===== src/rtl/tp_lookup_pkg.sv =====
// Shared widths, requester count and FSM encoding for the lookup arbiter.
package tp_lookup_pkg;

    localparam int DEF_RAM_WIDTH     = 18;
    localparam int DEF_RAM_ADDR_BITS = 5;
    localparam int DEF_N_REQ         = 4;

    // RUN arbitrates, DRAIN waits for in-flight reads, HOLD hands the table to the host.
    typedef enum logic [1:0] {
        ST_RUN   = 2'd0,
        ST_DRAIN = 2'd1,
        ST_HOLD  = 2'd2
    } lk_state_e;

    // Requester id width; never let it collapse to zero bits for a single requester.
    function automatic int id_bits(input int n);
        return (n > 1) ? $clog2(n) : 1;
    endfunction

endpackage


===== src/rtl/tp_rr_arbiter.sv =====
// Combinational round-robin picker: first requester at or after the pointer wins.
module tp_rr_arbiter
    import tp_lookup_pkg::*;
#(
    parameter int N_REQ   = DEF_N_REQ,
    parameter int ID_BITS = id_bits(DEF_N_REQ)
) (
    input  logic [N_REQ-1:0]   req,
    input  logic [ID_BITS-1:0] ptr,
    output logic [N_REQ-1:0]   grant,
    output logic [ID_BITS-1:0] grant_id,
    output logic               grant_valid
);

    logic [ID_BITS-1:0] idx_c;

    // Scan requesters starting at the pointer, wrapping modulo N_REQ; keep the first hit.
    always_comb begin
        grant       = '0;
        grant_id    = '0;
        grant_valid = 1'b0;
        idx_c       = '0;
        for (int off = 0; off < N_REQ; off++) begin
            idx_c = ID_BITS'((int'(ptr) + off) % N_REQ);
            if (!grant_valid && req[idx_c]) begin
                grant[idx_c] = 1'b1;
                grant_id     = idx_c;
                grant_valid  = 1'b1;
            end
        end
    end

endmodule


===== src/rtl/tp_lookup_arbiter.sv =====
// Round-robin read arbiter in front of a lookup RAM, with a host hold/rewrite handshake.
module tp_lookup_arbiter
    import tp_lookup_pkg::*;
#(
    parameter int  RAM_WIDTH     = DEF_RAM_WIDTH,
    parameter int  RAM_ADDR_BITS = DEF_RAM_ADDR_BITS,
    parameter int  N_REQ         = DEF_N_REQ,
    localparam int ID_BITS       = id_bits(N_REQ)
) (
    input  logic                           CLK,
    input  logic                           RST,
    input  logic [N_REQ-1:0]               REQ,
    input  logic [N_REQ*RAM_ADDR_BITS-1:0] REQ_ADDR,
    output logic [N_REQ-1:0]               ACK,
    output logic                           RSP_VALID,
    output logic [ID_BITS-1:0]             RSP_ID,
    output logic [RAM_WIDTH-1:0]           RSP_DATA,
    input  logic                           HOLD_REQ,
    output logic                           HOLD_ACK,
    input  logic                           HOST_WR,
    input  logic [RAM_ADDR_BITS-1:0]       HOST_WR_A,
    input  logic [RAM_WIDTH-1:0]           HOST_DI,
    output logic [RAM_ADDR_BITS-1:0]       MEM_READ_A,
    output logic                           MEM_RD_EN,
    output logic [RAM_ADDR_BITS-1:0]       MEM_WRITE_A,
    output logic                           MEM_WR_EN,
    output logic [RAM_WIDTH-1:0]           MEM_DI,
    input  logic [RAM_WIDTH-1:0]           MEM_DO
);

    lk_state_e                state_q, state_d;
    logic [ID_BITS-1:0]       ptr_q, ptr_d;
    logic [N_REQ-1:0]         ack_q, ack_d;
    logic                     rd_en_q, rd_en_d;
    logic [RAM_ADDR_BITS-1:0] read_a_q, read_a_d;
    logic [ID_BITS-1:0]       rd_id_q, rd_id_d;
    logic                     rsp_valid_q, rsp_valid_d;
    logic [ID_BITS-1:0]       rsp_id_q, rsp_id_d;
    logic                     wr_en_q, wr_en_d;
    logic [RAM_ADDR_BITS-1:0] write_a_q, write_a_d;
    logic [RAM_WIDTH-1:0]     di_q, di_d;
    logic                     hold_ack_q, hold_ack_d;

    logic [N_REQ-1:0]         grant;
    logic [ID_BITS-1:0]       grant_id;
    logic                     grant_valid;
    logic [RAM_ADDR_BITS-1:0] req_addr [N_REQ];

    for (genvar gi = 0; gi < N_REQ; gi++) begin : g_addr
        assign req_addr[gi] = REQ_ADDR[gi*RAM_ADDR_BITS +: RAM_ADDR_BITS];
    end

    tp_rr_arbiter #(
        .N_REQ   (N_REQ),
        .ID_BITS (ID_BITS)
    ) u_rr (
        .req         (REQ),
        .ptr         (ptr_q),
        .grant       (grant),
        .grant_id    (grant_id),
        .grant_valid (grant_valid)
    );

    // Next-state: grants only in RUN, host writes only while holding, response trails read by one cycle.
    always_comb begin
        state_d     = state_q;
        ptr_d       = ptr_q;
        ack_d       = '0;
        rd_en_d     = 1'b0;
        read_a_d    = read_a_q;
        rd_id_d     = rd_id_q;
        rsp_valid_d = rd_en_q;
        rsp_id_d    = rd_en_q ? rd_id_q : rsp_id_q;
        wr_en_d     = 1'b0;
        write_a_d   = write_a_q;
        di_d        = di_q;
        case (state_q)
            ST_RUN: begin
                if (HOLD_REQ) begin
                    state_d = ST_DRAIN;
                end else if (grant_valid) begin
                    ack_d    = grant;
                    rd_en_d  = 1'b1;
                    read_a_d = req_addr[grant_id];
                    rd_id_d  = grant_id;
                    ptr_d    = (grant_id == ID_BITS'(N_REQ - 1)) ? '0 : grant_id + 1'b1;
                end
            end
            ST_DRAIN: begin
                // A withdrawn hold wins over completing the drain.
                if (!HOLD_REQ) begin
                    state_d = ST_RUN;
                end else if (!rd_en_q && !rsp_valid_q) begin
                    state_d = ST_HOLD;
                end
            end
            ST_HOLD: begin
                // The write on the releasing edge is still honoured; reads restart one edge later.
                if (HOST_WR) begin
                    wr_en_d   = 1'b1;
                    write_a_d = HOST_WR_A;
                    di_d      = HOST_DI;
                end
                if (!HOLD_REQ) begin
                    state_d = ST_RUN;
                end
            end
            default: state_d = ST_RUN;
        endcase
        hold_ack_d = (state_d == ST_HOLD);
    end

    // State and registered outputs; reset throws away any read still in the pipe.
    always_ff @(posedge CLK or posedge RST) begin
        if (RST) begin
            state_q     <= ST_RUN;
            ptr_q       <= '0;
            ack_q       <= '0;
            rd_en_q     <= 1'b0;
            read_a_q    <= '0;
            rd_id_q     <= '0;
            rsp_valid_q <= 1'b0;
            rsp_id_q    <= '0;
            wr_en_q     <= 1'b0;
            write_a_q   <= '0;
            di_q        <= '0;
            hold_ack_q  <= 1'b0;
        end else begin
            state_q     <= state_d;
            ptr_q       <= ptr_d;
            ack_q       <= ack_d;
            rd_en_q     <= rd_en_d;
            read_a_q    <= read_a_d;
            rd_id_q     <= rd_id_d;
            rsp_valid_q <= rsp_valid_d;
            rsp_id_q    <= rsp_id_d;
            wr_en_q     <= wr_en_d;
            write_a_q   <= write_a_d;
            di_q        <= di_d;
            hold_ack_q  <= hold_ack_d;
        end
    end

    assign ACK         = ack_q;
    assign RSP_VALID   = rsp_valid_q;
    assign RSP_ID      = rsp_id_q;
    assign RSP_DATA    = MEM_DO;
    assign HOLD_ACK    = hold_ack_q;
    assign MEM_READ_A  = read_a_q;
    assign MEM_RD_EN   = rd_en_q;
    assign MEM_WRITE_A = write_a_q;
    assign MEM_WR_EN   = wr_en_q;
    assign MEM_DI      = di_q;

endmodule


===== config.mk =====
export PLATFORM = sky130hd
export DESIGN_NAME = tp_lookup_arbiter
export DESIGN_NICKNAME = d
export VERILOG_FILES = /design/src/rtl/tp_lookup_pkg.sv /design/src/rtl/tp_rr_arbiter.sv /design/src/rtl/tp_lookup_arbiter.sv
export SDC_FILE = /design/constraint.sdc
export NUM_CORES = 1
export LEC_CHECK = 0
export CAP_MARGIN = 0
export CORE_MARGIN = 3
export CORE_UTILIZATION = 45
export CTS_BUF_LIST = sky130_fd_sc_hd__clkbuf_4
export DETAILED_ROUTE_END_ITERATION = 12
export PLACE_DENSITY = 0.9
export REMOVE_ABC_BUFFERS = 1
export SLEW_MARGIN = 20
export SYNTH_ARGS = -nofsm -noshare
export SYNTH_HDL_FRONTEND = slang
export SYNTH_SLANG_ARGS = --single-unit
export TNS_END_PERCENT = 10

===== constraint.sdc =====
create_clock -name CLK -period 7.6 [get_ports CLK]
set_input_delay 2.28 -clock CLK [delete_from_list [all_inputs] [get_ports CLK]]
set_output_delay 2.28 -clock CLK [all_outputs]
set_load 0.03 [all_outputs]

# --- Word-level counts from Yosys, hierarchy flattened ---
# Cells that the tools add are included.
totals:
  reg_bits: 44
  input_bits: 69
op_classes:
  add_sub_neg: 4
  magnitude_cmp: 9
  n_eq_ne: 4
  mux: 45
  bitwise_logic: 5
  n_reduce_logical: 16
ops:
  columns: ["cell", "n"]
  rows:
  - ["4-bit two-way mux", 7]
  - ["2-bit two-way mux", 9]
  - ["1-bit two-way mux", 17]
  - ["2-bit by 3-bit less-than comparator with 1-bit output, second input constant", 4]
  - ["4-bit OR", 3]
  - ["5-bit binary-select mux with 2-bit select", 1]
  - ["5-bit two-way mux", 2]
  - ["1-bit binary-select mux with 2-bit select", 4]
  - ["1-bit demux with 2-bit select", 4]
  - ["2-bit by 1-bit greater-or-equal comparator with 1-bit output, second input constant", 4]
  - ["1-bit logical AND", 8]
  - ["2-bit == test, second input constant", 3]
  - ["2-bit one-hot mux with 3 select lines", 1]
  - ["1-bit logical NOT", 5]
  - ["2-bit by 1-bit adder with 2-bit output, second input constant", 2]
  - ["2-bit adder, second input constant", 2]
  - ["3-bit greater-or-equal comparator, second input constant", 1]
  - ["2-bit NOT with 3-bit output", 1]
  - ["3-bit AND reduction", 1]
  - ["2-bit by 1-bit == test with 1-bit output, second input constant", 1]
  - ["2-bit logical NOT", 1]
  - ["2-bit AND reduction", 1]
  - ["1-bit NOT", 1]

# --- Longest topological paths before layout ---
# Gate-level depths: netlist of run 1.
depth:
  word_depth: 16
  ltp_mapped: 10
  mapped_depth_nobuf: 8

# --- Cells and area by module ---
# A second synthesis of run 1 with hierarchy kept.
hier_totals:
  hier_cells: 166
  area_unflattened_um2: 2338.5
by_module_without_submodules:
  columns: ["module", "instances", "cells_each", "area_each_um2", "seq_area_each_um2"]
  rows:
  - ["tp_lookup_arbiter", 1, 121, 1916.8, 1101.1]
  - ["tp_rr_arbiter", 1, 45, 421.7, 0.0]

# --- Worst setup path after synthesis of run 1 ---
# No wires, ideal clock.
synth_timing:
  path_type: "input port to output port"
  startpoint: "input port MEM_DO[0]"
  endpoint: "output port RSP_DATA[0]"
  arrival_ns: 2.425
  required_time_ns: 5.320
  slack_ns: 2.895
  stages: 1
  path_buffers: 1
  cell_sequence: "buf_4"
synth_lines:
  columns: ["item", "line", "rtl"]
  rows:
  - ["start, declared", "tp_lookup_arbiter.sv:28", "input logic [RAM_WIDTH-1:0] MEM_DO"]
  - ["end, declared", "tp_lookup_arbiter.sv:17", "output logic [RAM_WIDTH-1:0] RSP_DATA,"]
# No word-level cell between the ends.

# --- Final worst setup path of run 1 ---
layout_timing:
  startpoint: "input port MEM_DO[15]"
  endpoint: "output port RSP_DATA[15]"
# No word-level cell between the ends.

==> summary.txt, run 1 <==
Pwr
  – Max rail drop VDD: 217 uV
  – Pwr Density: 395 nW/um2
  – Static power due to leakage: 1.55 nW

GRT
  – Overall routing resource usage: 0.201
  – Antenna violations before repair: 0
  – GRT overflow: 0
  – Via count of the first global-routing pass: 2148
  – Wire length of the first global-routing pass: 10.3 mm
  – Pin count of the biggest net entering global routing: 45

Status
  – Status: finished clean

Synth
  – Share of the synthesized area in the top cell type: 0.433
  – Number of enable flip-flop cells after synthesis: 0
  – Distinct cell type count after synthesis: 43
  – Biggest area contributors in the synthesized netlist: dfrtp_1 43%, nand2_1 12%, buf_4 5.3%
  – Yosys reg bits: 44
  – Syn Inst Count: 275
  – Most area-hungry cell type in the Yosys netlist: dfrtp_1
  – Async SR Flop Fraction: 1.00
  – Most common flop cell mapped by yosys: dfrtp_1
  – Post-synth design cell area: 2540 um2
  – Count of synthesis-stage warnings from yosys: 0
  – Portion of the post-synthesis area used by sequential elements: 0.433
  – Average cell area after synthesis: 9.25 um2
  – Most frequent cells after synthesis: 83 x nand2_1, 44 x dfrtp_1, 19 x nor2_1
  – Leading cell type by number of instances after synthesis: nand2_1

Drt
  – Post-route antenna net violation count: 0
  – Total Routed Length: about 6.6 mm
  – # DRC: 0
  – Violation count after the first detailed-routing iteration: 237
  – Routed wire length per instance: 16.0 um
  – Detailed-route via count: 2196
  – Number of search-and-repair iterations in the first detailed-routing pass: 5
  – Detailed-route vias per instance: between 5 and 6

Timing
  – Unrepaired setup endpoints after global routing: false
  – Shortest period the worst path allows: between 4000 and 5000 ps
  – Slew of the pin with the lowest slew margin: 768 ps
  – Remaining max-slew budget at the tightest pin: 0.488
  – Achievable frequency: 219 MHz
  – Final count of negative-setup-slack endpoints: 0
  – Final Max Tran Viols: 0
  – Setup Skew: 12.4 ps
  – Post-route fraction of the period consumed by the critical path: 0.600
  – Final setup TNS: 0 ps
  – Worst Hold Margin: roughly 490 ps
  – Final Hold Fails: 0

Clock network
  – Number of cells upsized or downsized after cts: 0
  – Clock buffer depth: 2
  – CTS tree: built
  – Post-CTS Hold Fix Bufs: 0
  – Cell at the root of the clock tree: clkbuf_4
  – Number of CTS-inserted buffers: 5
  – Clock-pin slew on the worst setup and hold paths: approximately 120 ps
  – Number of clock sinks: 44
  – Worst-Skew Late Latency: about 350 ps
  – Setup fix buffers added after clock tree synthesis: 0
  – Number of H-tree levels: 2

Floorplan
  – Total Die Area: approximately 6600 um2
  – Starting Density: 0.483
  – Core outline area: 5270 um2
  – # rows: 26
  – Number of ports placed on the die boundary: 125
  – Horiz. Die Dim: approximately 81 um
  – Vertical die dimension: slightly above 80 um

Placement
  – Routability-driven placement congestion ratio: 0.889
  – Placed Instances: 403
  – Sum of net half-perimeters after detailed placement: between 4 and 5 mm
  – Count of input and output buffers: 88

Layout
  – Layout cell share with drive strength beyond 1: 0.0792
  – Number of nets in the layout: 417
  – Final core utilization: 0.647
  – Count of inserted antenna diode cells: 0
  – FF/Latch Area: 1100 um2
  – Post-Layout Cell Count: 411
  – Area of the multi-input gates: ~1200 um2
  – Final-layout fill cell count: 459
  – Area growth from synthesis to layout: 34.0%

Critical path
  – Worst-path maximum fanout: 1
  – Critical path data arrival time: 2280 ps
  – Type of the setup path with the least slack: input port to output port
  – Capturing element type of the critical path: output port
  – Startpoint kind of the worst setup timing path: input port
  – Required time at the worst-slack endpoint: around 5300 ps

Min path
  – Class of the most critical hold timing path: flip-flop to flip-flop

Run
  – Total of max-cap violations: 0
## final timing paths
| check | depth (start not counted) | to | start | slack [ps] |
|---|---|---|---|---|
| max in group asynchronous | 3 | MEM_READ_A[4] | RST | 4870 |
| min reg2reg | 2 | MEM_DI[1] | MEM_DI[1] | 490 |
| min in group asynchronous | 3 | MEM_WR_EN | RST | 2340 |
| min | 2 | MEM_DI[1] | MEM_DI[1] | 490 |
| max reg2reg | 8 | MEM_READ_A[3] | ptr_q[0] | 3800 |
| max | 0 | RSP_DATA[15] | MEM_DO[15] | 3040 |
## stage by stage
| stage | setup slack (ps) | instance area (um2) | total power (W) |
|---|---|---|---|
| after floorplan | 3040 | 2340 | 0.000913 |
| final | 3040 | 3410 | 0.00135 |
| after CTS | 3040 | 3410 | 0.00135 |
| after global routing | 3040 | 3410 | 0.00143 |
| after global placement | 3040 | 3330 | 0.00117 |
| after detailed placement | 2940 | 3330 | 0.00120 |
## final cells by class
type / instances / share of cell area
inverters: 6 / 0.00661
flip-flops and latches: 44 / 0.323
multi-input cells: 193 / 0.358
clock buffers: 6 / 0.0132
clock inverters: 2 / 0.0103
well taps: 70 / 0.0257
repair buffers: 90 / 0.263
## state kept, by name, indices dropped and copies added, names as in the netlist
register,count
RSP_ID,2
MEM_READ_A,5
MEM_RD_EN,1
HOLD_ACK,1
ptr_q,2
state_q,2
MEM_WR_EN,1
RSP_VALID,1
MEM_WRITE_A,5
rd_id_q,2
MEM_DI,18
ACK,4
## placed cells by master (no fill, tap or decap), types with 6 or more instances in the layout
master,Yosys,final
o221ai_1,7,7
ha_1,8,8
dfrtp_1,44,44
clkdlybuf4s50_1,0,88
a21oi_1,6,6
mux2i_1,9,9
nor2_1,19,19
mux2_2,8,8
nand2_1,83,83
clkbuf_4,0,6
## kinds of logic (layout without fill, tap and decap cells)
group / after synthesis / count (layout) / synth area share
AOI/OAI and AO/OA: 45 / 45 / 0.141
xor gates and xnor gates: 1 / 1 / 0.00344
adders and majority gates: 8 / 8 / 0.0394
buffers and inverters: 38 / 104 / 0.0871
DFF: 44 / 44 / 0.433
muxes: 20 / 20 / 0.0974
and+or+nand+nor: 119 / 119 / 0.199
## routing by layer
metal,vias to the layer above,track usage,wire [um]
met5,-,0.0500,0
met4,0,0.0709,148
met3,14,0.0632,528
met2,109,0.314,3290
met1,1026,0.260,2630
li1,1047,-,-
## report_power, final
group	switching, W	internal [W]
clock network	0.0000730	0.0000726
logic	0.000453	0.000349
registers	0.0000729	0.000325
(Power assumes the default switching activity.)
==> run 2: changes to the inputs <==
--- a/config.mk
+++ b/config.mk
@@ -7,10 +7,10 @@
 export LEC_CHECK = 0
 export CAP_MARGIN = 0
 export CORE_MARGIN = 3
-export CORE_UTILIZATION = 45
+export CORE_UTILIZATION = 42
 export CTS_BUF_LIST = sky130_fd_sc_hd__clkbuf_4
 export DETAILED_ROUTE_END_ITERATION = 12
-export PLACE_DENSITY = 0.9
+export PLACE_DENSITY = 0.85
 export REMOVE_ABC_BUFFERS = 1
 export SLEW_MARGIN = 20
 export SYNTH_ARGS = -nofsm -noshare
==> constraint.sdc (replaced) <==
create_clock -name CLK -period 4.6 [get_ports CLK]
set_input_delay 1.38 -clock CLK [delete_from_list [all_inputs] [get_ports CLK]]
set_output_delay 1.38 -clock CLK [all_outputs]
set_load 0.03 [all_outputs]
==> run 2 against run 1 <==
Clock power increased by 25%. First-iteration DRC count decreased by 39%. Register-to-register slack got worse by 2500 ps. Largest power group unchanged.
==> summary.txt, run 2 (synthesis results as in run 1) <==
Critical path
  – Required time at the worst-slack endpoint: 4850 ps
  – Number of cells on the worst reg-to-reg path: 8
  – Startpoint kind of the worst setup timing path: input port
  – Critical path data arrival time: 3690 ps
  – Endpoint of the most critical register-to-register path: MEM_READ_A[1]
  – Worst reg2reg startpoint: ptr_q[0]
  – Capturing element type of the critical path: flip-flop
  – Worst-path maximum fanout: 13
  – Register-to-Register Setup Slack: 1340 ps
  – Type of the setup path with the least slack: input port to flip-flop

GRT
  – Wire length of the first global-routing pass: ~11 mm
  – Overall routing resource usage: 0.192
  – Via count of the first global-routing pass: around 2200
  – GRT overflow: 0
  – Antenna violations before repair: 0
  – Pin count of the biggest net entering global routing: 45

Timing
  – Shortest period the worst path allows: 3440 ps
  – Final Hold Fails: 0
  – Achievable frequency: ~290 MHz
  – Post-route fraction of the period consumed by the critical path: 0.748
  – Unrepaired setup endpoints after global routing: false
  – Setup Skew: about 14 ps
  – Final count of negative-setup-slack endpoints: 0
  – Final Max Tran Viols: 0
  – Slew of the pin with the lowest slew margin: about 740 ps
  – Worst Hold Margin: 490 ps
  – Final setup TNS: 0 ps
  – Remaining max-slew budget at the tightest pin: 0.504

Placement
  – Count of input and output buffers: 88
  – Routability-driven placement congestion ratio: slightly below 0.8
  – Sum of net half-perimeters after detailed placement: roughly 5 mm

Layout
  – Count of inserted antenna diode cells: 0
  – Largest register FFs: 18
  – Leading cell type in the layout, fill and taps excluded: clkdlybuf4s50_1
  – Area growth from synthesis to layout: 33.3%
  – Final-layout fill cell count: 509
  – Number of nets in the layout: 418
  – Layout cell share with drive strength beyond 1: 0.0789
  – Leading cell types in the layout, fill and taps excluded: 88 x clkdlybuf4s50_1, 83 x nand2_1, 44 x dfrtp_1

Clock network
  – Worst-Skew Late Latency: roughly 370 ps
  – Setup fix buffers added after clock tree synthesis: 0
  – Clock buffer depth: 2
  – Number of cells upsized or downsized after cts: 0
  – Cell at the root of the clock tree: clkbuf_4
  – Number of clock sinks: 44
  – CTS tree: built
  – Post-CTS Hold Fix Bufs: 0
  – Number of H-tree levels: 2
  – Number of CTS-inserted buffers: 5
  – Clock-pin slew on the worst setup and hold paths: 120 ps

Floorplan
  – Vertical die dimension: 83.8 um
  – Total Die Area: roughly 7000 um2
  – Starting Density: 0.448
  – Core outline area: 5680 um2
  – # rows: 27
  – Horiz. Die Dim: around 84 um
  – Number of ports placed on the die boundary: around 130

Drt
  – Detailed-route vias per instance: approximately 5.3
  – Number of search-and-repair iterations in the first detailed-routing pass: 4
  – Total Routed Length: approximately 6.7 mm
  – # DRC: 0
  – Detailed-route via count: 2196
  – Routed wire length per instance: 16.2 um
  – Violation count after the first detailed-routing iteration: about 150
  – Post-route antenna net violation count: 0

Min path
  – Worst hold endpoint: MEM_DI[2]
  – Beginning of the worst hold path: MEM_DI[2]
  – Number of instances on the worst hold path: 2
  – Class of the most critical hold timing path: flip-flop to flip-flop

Pwr
  – Share of power burned in registers: 0.303
  – Max rail drop VDD: about 280 uV
  – Internal power component: 0.00117 W
  – NetSw: roughly 0.001 W
  – Switch share: 0.459
  – Fraction of power consumed by the clock network: 0.084
  – Pwr Density: 640 nW/um2
  – Static power due to leakage: 1.54 nW
  – Combinational power share: 0.613
  – Overall power after layout: 0.00217 W

Status
  – Status: finished clean

Run
  – Total of max-cap violations: 0
## run 2: worst max path at each step
stage / to / slack, ps / cells past startpoint / start
floorplan: MEM_READ_A[1] / 1450 / 8 / ptr_q[0]
global placement: MEM_READ_A[2] / 940 / 6 / REQ[2]
detailed placement: MEM_READ_A[1] / 800 / 7 / REQ[2]
CTS: MEM_READ_A[1] / 1220 / 7 / REQ[2]
global route: MEM_READ_A[3] / 1090 / 7 / REQ[2]
finish: MEM_READ_A[3] / 1160 / 7 / REQ[2]
## run 2: metal layers
metal | routed length [um] | track usage | part of all wire
met5 | 0 | 0 | 0
met2 | 3260 | 0.315 | 0.49
met4 | 124 | 0.0716 | 0.019
met1 | 2820 | 0.243 | 0.42
met3 | 478 | 0.0494 | 0.071
## run 2: worst max-delay path, stage by stage
cell             delay [ps]
clkdlybuf4s50_1         610
mux4_2                  650
nor2b_4                 230
nor2_4                   90
o22ai_4                 310
mux2i_1                 270
o221ai_1                140
## run 2: per-stage QoR
stage | cells | utilization | setup WS [ps] | cell area, um2
2_1_floorplan | 243 | - | 1450 | 2340
3_3_place_gp | 406 | 0.588 | 939 | 3340
3_5_place_dp | 406 | 0.588 | 805 | 3340
4_1_cts | 414 | 0.597 | 1220 | 3390
5_1_grt | 414 | 0.597 | 1090 | 3390
6_report | 414 | 0.597 | 1160 | 3390
## run 2: final cells by class
type / count / area, um2 / share of cell area
multi-input combinational: 193 / 1220 / 0.360
sequential: 44 / 1100 / 0.325
timing repair buffer: 91 / 903 / 0.267
tap: 72 / 90.1 / 0.0266
clock buffer: 5 / 37.5 / 0.0111
inverter: 6 / 22.5 / 0.00664
clock inverter: 3 / 13.8 / 0.00406
## run 2: power groups by stage
| stage | Sequential (W) | Combinational (W) | Clock [W] |
|---|---|---|---|
| floorplan | 0.000917 | 0.000591 | 0 |
| global placement | 0.000659 | 0.00129 | 0 |
| detailed placement | 0.000667 | 0.00133 | 0 |
| CTS | 0.000660 | 0.00133 | 0.000191 |
| global route | 0.000684 | 0.00143 | 0.000207 |
| finish | 0.000658 | 0.00133 | 0.000182 |
==> run 3: changes to the inputs <==
==> constraint.sdc (replaced) <==
create_clock -name CLK -period 3.2 [get_ports CLK]
set_input_delay 0.96 -clock CLK [delete_from_list [all_inputs] [get_ports CLK]]
set_output_delay 0.96 -clock CLK [all_outputs]
set_load 0.03 [all_outputs]
==> run 3 against run 2 <==
Count of clock-buffer cells in the layout unchanged. Combinational power increased by 55%. Flip-flop and latch count unchanged. Power increased by 47%. Routed wire length decreased by 0.61%. Cell count increased by 2.9%. Sequential share of layout area decreased by 0.85 points. Critical endpoint is now MEM_READ_A[2]. Core utilization increased by 1.6 points. Sequential power increased by 36%. Largest cell class unchanged. Global-route usage decreased by 0.23 points. Register-to-register slack got worse by 780 ps. First-iteration DRC count decreased by 26%.
==> summary.txt, run 3 (synthesis results as in run 1) <==
GRT
  – Pin count of the biggest net entering global routing: 25
  – Antenna violations before repair: 0
  – GRT overflow: 0
  – Via count of the first global-routing pass: about 2200
  – Overall routing resource usage: 0.190
  – Wire length of the first global-routing pass: 11.0 mm

Clock network
  – Number of clock sinks: 44
  – Number of cells upsized or downsized after cts: 0
  – Number of CTS-inserted buffers: 5
  – Worst-Skew Late Latency: 340 ps
  – Post-CTS Hold Fix Bufs: 0
  – Setup fix buffers added after clock tree synthesis: 0
  – Clock-pin slew on the worst setup and hold paths: approximately 120 ps
  – Clock buffer depth: 2
  – CTS tree: built
  – Number of H-tree levels: 2
  – Cell at the root of the clock tree: clkbuf_4

Drt
  – Number of search-and-repair iterations in the first detailed-routing pass: 4
  – Routed wire length per instance: 15.6 um
  – Post-route antenna net violation count: 0
  – Violation count after the first detailed-routing iteration: 108
  – # DRC: 0
  – Total Routed Length: about 6.6 mm
  – Detailed-route via count: between 2000 and 2500
  – Detailed-route vias per instance: 5.29

Min path
  – Class of the most critical hold timing path: flip-flop to flip-flop

Timing
  – Slew of the pin with the lowest slew margin: 803 ps
  – Final Hold Fails: 0
  – Achievable frequency: 344 MHz
  – Final setup TNS: 0 ps
  – Final count of negative-setup-slack endpoints: 0
  – Unrepaired setup endpoints after global routing: false
  – Worst Hold Margin: 491 ps
  – Setup Skew: ~15 ps
  – Shortest period the worst path allows: 2910 ps
  – Final Max Tran Viols: 0
  – Remaining max-slew budget at the tightest pin: 0.461
  – Post-route fraction of the period consumed by the critical path: 0.908

Placement
  – Sum of net half-perimeters after detailed placement: between 5 and 6 mm
  – Count of input and output buffers: 88
  – Routability-driven placement congestion ratio: 0.831
  – Post-place instance area: ~3400 um2

Pwr
  – Pwr Density: 918 nW/um2
  – Max rail drop VDD: 424 uV
  – Overall power after layout: 0.00319 W
  – Static power due to leakage: 1.59 nW

Critical path
  – Buf+Inv Stages, Crit Path: 1
  – Worst-path maximum fanout: 9
  – Critical path data arrival time: 3120 ps
  – Slowest cell on the critical path: clkdlybuf4s50_1
  – Capturing element type of the critical path: flip-flop
  – Startpoint kind of the worst setup timing path: input port
  – Cell-by-cell listing of the critical path: clkdlybuf4s50_1 > mux4_2 > nor2b_4 > nor2_4 > mux2_2 > a21oi_1 > o221ai_1
  – Cell type group with the largest total delay on the critical path: multiplexers
  – Required time at the worst-slack endpoint: 3420 ps
  – Type of the setup path with the least slack: input port to flip-flop
  – Crit-path max cell delay: ~570 ps

Status
  – Status: finished clean

Floorplan
  – Starting Density: 0.448
  – # rows: 27
  – Total Die Area: ~7000 um2
  – Core outline area: 5680 um2
  – Number of ports placed on the die boundary: about 130
  – Horiz. Die Dim: between 80 and 90 um
  – Vertical die dimension: 83.8 um

Layout
  – Area growth from synthesis to layout: 36.8%
  – Leading cell types in the layout, fill and taps excluded: 88 x clkdlybuf4s50_1, 83 x nand2_1, 44 x dfrtp_1
  – Count of inserted antenna diode cells: 0
  – Leading cell type in the layout, fill and taps excluded: clkdlybuf4s50_1
  – Number of nets in the layout: ~430
  – Total non-filler cell area in the finished layout: ~3500 um2
  – Largest register FFs: 18
  – Layout cell share with drive strength beyond 1: 0.107

Run
  – Total of max-cap violations: 0
==> run 3: cell count changes in the layout (fill, tap and decap cells not counted) <==
cell / previous run / this run
clkinv_1: 3 / 4
clkinv_2: 2 / 0
buf_4: 3 / 16
==> run 3: per-stage QoR <==
stage	setup WS [ps]	instances	utilization
final	294	426	0.613
after global routing	179	426	0.613
after CTS	290	426	0.613
after detailed placement	-91.3	419	0.605
after global placement	50.6	419	0.605
after floorplan	45.8	243	-
==> run 3: cell type report <==
class	instances	area (um2)
Tap cell	72	90.1
Multi-Input combinational cell	193	1220
Clock inverter	2	7.51
Timing Repair Buffer	104	1000
Inverter	6	22.5
Fill cell	480	2190
Sequential cell	44	1100
Clock buffer	5	37.5
==> run 3: per-layer routing <==
layer	track usage	part of all wire
met5	0	0
met4	0.0424	0.011
met3	0.0484	0.065
met2	0.309	0.50
met1	0.254	0.42
==> run 3: power by group <==
part | switching [W] | leakage [nW] | total [W] | internal [W]
Clock | 0.000161 | 0.0261 | 0.000238 | 0.0000769
Combinational | 0.00115 | 1.01 | 0.00206 | 0.000914
Sequential | 0.000120 | 0.559 | 0.000893 | 0.000773
Total | 0.00143 | 1.59 | 0.00319 | 0.00176
==> run 3: final timing paths <==
check	from	endpoint	cells after the start	slack (ps)
setup / recovery	REQ[3]	MEM_READ_A[2]	7	290
hold / removal	MEM_WRITE_A[4]	MEM_WRITE_A[4]	2	490
setup reg to reg	ptr_q[1]	MEM_READ_A[0]	9	560
hold reg to reg	MEM_WRITE_A[4]	MEM_WRITE_A[4]	2	490
max in group asynchronous	RST	ptr_q[0]	3	1650
min in group asynchronous	RST	MEM_WRITE_A[1]	2	960
==> run 3: worst min-delay path: cells and delay by family (launching register included) <==
kind | cells | cell delay, ps
flip-flops | 1 | 360
AND/OR/NAND/NOR | 2 | 110
